$ cat config.mk
export PLATFORM = sky130hd
export DESIGN_NAME = dev_irq_bridge
export DESIGN_NICKNAME = d
export VERILOG_FILES = /design/src/rtl/dev_irq_bridge_pkg.sv /design/src/rtl/dev_irq_bridge_irq_pend_ctrl.sv /design/src/rtl/dev_irq_bridge.sv
export SDC_FILE = /design/constraint.sdc
export NUM_CORES = 1
export LEC_CHECK = 0
export CORE_MARGIN = 5
export CORE_UTILIZATION = 30
export CTS_BUF_LIST = sky130_fd_sc_hd__clkbuf_4 sky130_fd_sc_hd__clkbuf_8 sky130_fd_sc_hd__clkbuf_16
export DETAILED_ROUTE_END_ITERATION = 10
export PLACE_DENSITY = 0.76
export SKIP_CTS_REPAIR_TIMING = 1
export SYNTH_ARGS = -nofsm -noshare
export SYNTH_HDL_FRONTEND = slang
export SYNTH_HIERARCHICAL = 1
export SYNTH_SLANG_ARGS = --single-unit
$ cat constraint.sdc
create_clock -name clk -period 4.3 [get_ports clk]
set_clock_uncertainty 0.1 [all_clocks]
set_input_delay 0.43 -clock clk [delete_from_list [all_inputs] [get_ports clk]]
set_output_delay 0.43 -clock clk [all_outputs]
set_load 0.005 [all_outputs]
$ cat src/rtl/dev_irq_bridge_pkg.sv
// Shared constants for the CPU-to-peripheral bridge: address map, FSM encoding
// and the interrupt priority encoder.
package dev_irq_bridge_pkg;

  localparam logic [31:0] DEV_BASE_DEF = 32'h0000_7F00;
  localparam logic [31:0] CTL_BASE_DEF = 32'h0000_7F80;

  localparam logic [3:0] OFS_MASK = 4'h0;
  localparam logic [3:0] OFS_PEND = 4'h4;
  localparam logic [3:0] OFS_ID   = 4'h8;

  localparam logic [0:0] ST_IDLE    = 1'b0;
  localparam logic [0:0] ST_RD_WAIT = 1'b1;

  localparam logic [2:0] INT_NONE = 3'd7;

  // Lowest-numbered set bit wins; INT_NONE when nothing is active.
  function automatic logic [2:0] prio_enc(input logic [5:0] v);
    prio_enc = INT_NONE;
    for (int i = 5; i >= 0; i--)
      if (v[i]) prio_enc = 3'(i);
  endfunction

endpackage

$ cat src/rtl/dev_irq_bridge_irq_pend_ctrl.sv
// Interrupt pending latches, mask gating and priority encoding for the bridge.
// BRIDGE_LEVEL_IRQ_EN selects level-mirrored pending instead of sticky edge capture.
module irq_pend_ctrl
  import dev_irq_bridge_pkg::*;
#(
  parameter int NDEV = 2
) (
  input  logic            clk,
  input  logic            rst,
  input  logic [NDEV-1:0] i_dev_irq,
  input  logic            i_int_ack,
  input  logic [NDEV-1:0] i_mask,
  input  logic [NDEV-1:0] i_pend_clr,
  output logic [NDEV-1:0] o_pend,
  output logic [5:0]      o_hwint,
  output logic [2:0]      o_int_id
);

  logic [NDEV-1:0] r_pend;
  logic [5:0]      w_hw;

  always_comb begin
    w_hw = '0;
    w_hw[NDEV-1:0] = r_pend & i_mask;
  end

  assign o_pend   = r_pend;
  assign o_hwint  = w_hw;
  assign o_int_id = prio_enc(w_hw);

`ifdef BRIDGE_LEVEL_IRQ_EN
  logic w_unused;
  assign w_unused = i_int_ack | (|i_pend_clr);

  always_ff @(posedge clk or negedge rst) begin
    if (!rst) r_pend <= '0;
    else      r_pend <= i_dev_irq;
  end
`else
  logic [NDEV-1:0] r_irq_q;
  logic [NDEV-1:0] w_ack_clr;

  always_comb begin
    w_ack_clr = '0;
    for (int i = 0; i < NDEV; i++)
      if (o_int_id == 3'(i)) w_ack_clr[i] = i_int_ack;
  end

  // A fresh edge is applied after the clears so a same-cycle set survives.
  always_ff @(posedge clk or negedge rst) begin
    if (!rst) begin
      r_irq_q <= '0;
      r_pend  <= '0;
    end else begin
      r_irq_q <= i_dev_irq;
      r_pend  <= (r_pend & ~(w_ack_clr | i_pend_clr)) | (i_dev_irq & ~r_irq_q);
    end
  end
`endif

endmodule

$ cat src/rtl/dev_irq_bridge.sv
// CPU data-port bridge to NDEV register-window peripherals plus MASK/PENDING/ID
// control registers; build with BRIDGE_LEVEL_IRQ_EN for level-mirrored IRQs.
module dev_irq_bridge
  import dev_irq_bridge_pkg::*;
#(
  parameter int          NDEV     = 2,
  parameter logic [31:0] DEV_BASE = DEV_BASE_DEF,
  parameter logic [31:0] CTL_BASE = CTL_BASE_DEF
) (
  input  logic             clk,
  input  logic             rst,
  input  logic             cpu_req,
  input  logic             cpu_we,
  input  logic [31:0]      cpu_addr,
  input  logic [31:0]      cpu_wdata,
  output logic [31:0]      cpu_rdata,
  output logic             cpu_ready,
  output logic             bus_err,
  output logic [1:0]       dev_addr,
  output logic [31:0]      dev_wdata,
  output logic [NDEV-1:0]  dev_we,
  input  logic [32*NDEV-1:0] dev_rdata,
  input  logic [NDEV-1:0]  dev_irq,
  input  logic             int_ack,
  output logic [5:0]       hwint,
  output logic [2:0]       int_id
);

  logic [0:0]      r_state;
  logic [NDEV-1:0] r_mask;
  logic [31:0]     r_rdata;

  logic [NDEV-1:0] w_pend, w_dev_sel, w_pend_clr;
  logic [5:0]      w_hwint;
  logic [2:0]      w_int_id;
  logic [27:0]     w_win;
  logic [31:0]     w_dev_rd, w_ctl_rd, w_rd_sel;
  logic            w_aligned, w_dev_hit, w_ctl_hit, w_mapped;
  logic            w_idle_req, w_wr, w_rd, w_err, w_mask_we, w_pend_we;

  always_comb begin
    w_aligned = (cpu_addr[1:0] == 2'b00);
    w_win     = cpu_addr[31:4] - DEV_BASE[31:4];
    w_dev_sel = '0;
    w_dev_rd  = '0;
    for (int i = 0; i < NDEV; i++)
      if (w_aligned && w_win == 28'(i)) begin
        w_dev_sel[i] = 1'b1;
        w_dev_rd     = dev_rdata[32*i +: 32];
      end
    w_dev_hit = |w_dev_sel;
    w_ctl_hit = w_aligned && (cpu_addr[31:4] == CTL_BASE[31:4]) && (cpu_addr[3:2] != 2'b11);
    w_ctl_rd  = '0;
    case (cpu_addr[3:0])
      OFS_MASK: w_ctl_rd[NDEV-1:0] = r_mask;
      OFS_PEND: w_ctl_rd[NDEV-1:0] = w_pend;
      default:  w_ctl_rd[2:0]      = w_int_id;
    endcase
    w_mapped = w_dev_hit | w_ctl_hit;
    w_rd_sel = w_dev_hit ? w_dev_rd : w_ctl_rd;
  end

  // Gating with rst makes every handshake output drop the instant reset asserts.
  assign w_idle_req = rst && cpu_req && (r_state == ST_IDLE);
  assign w_wr       = w_idle_req &  cpu_we & w_mapped;
  assign w_rd       = w_idle_req & ~cpu_we & w_mapped;
  assign w_err      = w_idle_req & ~w_mapped;
  assign w_mask_we  = w_wr & w_ctl_hit & (cpu_addr[3:0] == OFS_MASK);
  assign w_pend_we  = w_wr & w_ctl_hit & (cpu_addr[3:0] == OFS_PEND);
  assign w_pend_clr = w_pend_we ? cpu_wdata[NDEV-1:0] : '0;

  assign cpu_ready = w_wr | w_err | (rst && (r_state == ST_RD_WAIT));
  assign bus_err   = w_err;
  assign dev_we    = w_wr ? w_dev_sel : '0;
  assign dev_addr  = rst ? cpu_addr[3:2] : 2'b00;
  assign dev_wdata = rst ? cpu_wdata : 32'h0;
  assign cpu_rdata = r_rdata;
  assign hwint     = w_hwint;
  assign int_id    = w_int_id;

  always_ff @(posedge clk or negedge rst) begin
    if (!rst) begin
      r_state <= ST_IDLE;
      r_mask  <= '0;
      r_rdata <= '0;
    end else begin
      case (r_state)
        ST_IDLE: begin
          if (w_rd) begin
            r_rdata <= w_rd_sel;
            r_state <= ST_RD_WAIT;
          end else if (w_err) begin
            r_rdata <= '0;
          end
        end
        default: r_state <= ST_IDLE;
      endcase
      if (w_mask_we) r_mask <= cpu_wdata[NDEV-1:0];
    end
  end

  irq_pend_ctrl #(.NDEV(NDEV)) u_irq (
    .clk        (clk),
    .rst        (rst),
    .i_dev_irq  (dev_irq),
    .i_int_ack  (int_ack),
    .i_mask     (r_mask),
    .i_pend_clr (w_pend_clr),
    .o_pend     (w_pend),
    .o_hwint    (w_hwint),
    .o_int_id   (w_int_id)
  );

endmodule

==> flow_summary.toml <==
[logic_synthesis]
ys_ff_latch = 39
syn_area_sq_um = 2554
async_reset_ff_frac = 1.000
ys_warn_count = 6
syn_avg_cell_area_sq_um = 9.937
synth_cells = 257
synth_edf_count = 0
yosysSeqAreaShare = 0.3822
synth_cell_types = 41
synth-main-ff-cell = "dfrtp_1"

[finish]
postLayoutCellArea_sq_um = 4791
fill_cells = 725
num_antenna_cells = 0
drive_gt1_frac = 0.1444
nets = 598
area_growth_pct = 87.60

[cts]
clkLatencyLatePin_ps = 290
clk_pin_slew_ps = 80
htreeDepth = 2
numClockSinks = 39
cts_buffers = 5
clk_path_buf_depth = 2
tritoncts = "built"
root_buffer = "clkbuf_8"

[route]
antenna_left = 0
remaining_drc_errors = 0
drtIter0Drc = 86
totalWireLength_um = 9128
avgRoutedWirePerCell_um = 16.04
viasPerCell = 4.691
first_pass_iters = 4
vias = 2669

[worst_hold_path]
hold_class = "in2async"

[place]
dp_hpwl_um = 7455
gp_congestion = 0.7790
placed_cell_area_sq_um = 4678
port-buffer-count = 209

[sta]
max-slew-margin-rel = 0.3579
setup_violations = 0
period_share = 0.7973
rsz0062_at_grt = "no"
hold_viol_final = 0
period_needed_ps = 3428
worst_slew_pin_slew_ps = 963.1
maxSlewViolCount = 0
tns_ps = 0
clock.fmax_mhz = 291.7

[floorplanning]
die_h_um = 102.3
fp.dieW_um = 102.3
io_pins = 214
dieArea_sq_um = 10460
start_util = 0.3092
core_area_sq_um = 8258
std_cell_rows = 33

[power_and_ir_drop]
power_density_nw_per_um2 = 188.4
peakVddDrop_uv = 165.4
p_total_w = 0.0009026
leakage_nw = 1.856

[worst_setup_path]
critical_path.cell_chain = "clkdlybuf4s50_1, nor4_2, o211ai_1, a2111oi_1, nand2_1, nor3_1, clkdlybuf4s50_1"
cp-end-kind = "output pin"
critical_path.slowest_cell = "a2111oi_1"
worst_path_most_repeated_cell = "clkdlybuf4s50_1"
critPathMaxFanout = 8
cpPeakStageDelay_ps = 540
timing_worst_setup_path_type = "in2out"
cp.arrival_ps = 2900
critPathLaunchType = "input port"
cpLargestDelayFamily = "buffers and inverters"
critPathBufInv = 2
cp.required_ps = 3770

[global_route]
grt_pass1_wl_um = 13880
antenna_found_initial = 0
grt_pass1_vias = 2771
grtUsageTotal = 0.1691
grt_max_degree = 75
overflow = 0

[flow_run]
drv_cap = 0

[outcome]
status = "finished clean"
[registers in the layout, summed over array words and instances, names as in the netlist]
signal and cells:
r_mask 2, r_state 1, cpu_rdata 32, u_irq/r_irq_q 2
u_irq/o_pend 2
[per-stage QoR]
step	instances	worst slack [ps]	hold slack (ps)	util
detailed placement	561	884.2	317.7	0.5665
floorplan	260	1936	34.41	-
global route	569	665.5	297.6	0.5802
CTS	569	870.2	255.1	0.5802
finish	569	871.8	226.3	0.5802
global placement	561	884.3	305.4	0.5665
[Yosys cell counts, drive strengths merged (2+ instances only)]
cell type	number	area share
inv	40	0.059
nor3	4	0.0078
mux2	2	0.0088
nand3	2	0.0039
dfrtp	39	0.38
buf	12	0.046
clkbuf	5	0.0074
mux2i	10	0.039
nand4	2	0.0049
nand3b	2	0.0059
and3	3	0.0074
or3	2	0.0049
nor4	7	0.039
nor2	4	0.0059
o22ai	5	0.012
and2	37	0.091
or4	2	0.0088
o211ai	4	0.012
nand2	9	0.014
o32a	2	0.0078
a2111oi	2	0.0074
o21ai	29	0.088
a22oi	24	0.11
[placed cells by master (no fill, tap or decap), types with 2 or more instances in the layout]
cell             netlist  routed
o21ai_1                6       6
o32a_1                 2       2
or3_1                  2       2
o21ai_0                2       2
nand2_1                8       8
nor3_1                 4       4
dfrtp_1               39      39
clkdlybuf4s50_1        0     208
o21ai_2               21      21
and3_1                 3       3
mux2i_1               10      10
nor2_1                 4       4
nor4_2                 4       4
mux2_1                 2       2
conb_1                 1       4
clkbuf_8               0       5
nand3b_1               2       2
buf_4                  7       4
a22oi_1                4       4
nand3_1                2       2
o211ai_1               4       4
and2_1                37      37
nor4_4                 2       2
nand4_1                2       2
inv_1                 40      40
o22ai_1                5       5
or4_4                  2       2
a22oi_2               20      20
[worst reg2reg max path: stages (launching register included)]
cell and delay [ps]:
dfrtp_1 390, nand3b_1 180, nor2_1 240, a31o_2 790
o22ai_1 180
[cells by family after synthesis]
group                  Yosys count  synth area share
AOI/OAI and AO/OA               73            0.2612
buffers and inverters           57            0.1117
DFF                             39            0.3822
muxes                           12           0.04802
other                            1          0.001468
and+or+nand+nor                 75            0.1955
[layer usage]
metal	share of wire	vias to the layer above	wire [um]	GRT usage
met4	0.013	0	118	0.03835
met2	0.50	124	4606	0.3113
li1	-	1299	-	-
met5	0	-	0	0
met1	0.38	1234	3509	0.1920
met3	0.098	12	893	0.04983
[area by class of cell]
| cell class | instances | area (sq um) | area share |
|---|---|---|---|
| Timing Repair Buffer | 213 | 2117 | 0.4419 |
| Multi-Input combinational cell | 164 | 1304 | 0.2721 |
| Sequential cell | 39 | 975.9 | 0.2037 |
| Inverter | 40 | 150.1 | 0.03134 |
| Tap cell | 105 | 131.4 | 0.02742 |
| Clock buffer | 5 | 68.82 | 0.01436 |
| Clock inverter | 3 | 43.79 | 0.009141 |
[report_power, final]
group / internal (W) / switching (W)
clock network: 0.000173 / 0.000136
registers: 0.000367 / 0.000000347
logic: 0.000154 / 0.0000721
[final timing paths]
path / start / end / slack [ps] / depth (start not counted)
worst max-delay path: cpu_addr[19] / dev_we[1] / 870 / 7
max in group asynchronous: rst / cpu_rdata[31]$_DFFE_PN0P_ / 3380 / 2
worst min-delay path: rst / u_irq/o_pend[1]$_DFF_PN0_ / 230 / 2
worst min register to register: u_irq/r_irq_q[1]$_DFF_PN0_ / u_irq/o_pend[1]$_DFF_PN0_ / 330 / 1
worst max register to register: r_state$_DFF_PN0_ / cpu_rdata[11]$_DFFE_PN0P_ / 2270 / 4
min in group clk: u_irq/r_irq_q[1]$_DFF_PN0_ / u_irq/o_pend[1]$_DFF_PN0_ / 330 / 1
Power figures use the tool's default switching activity.
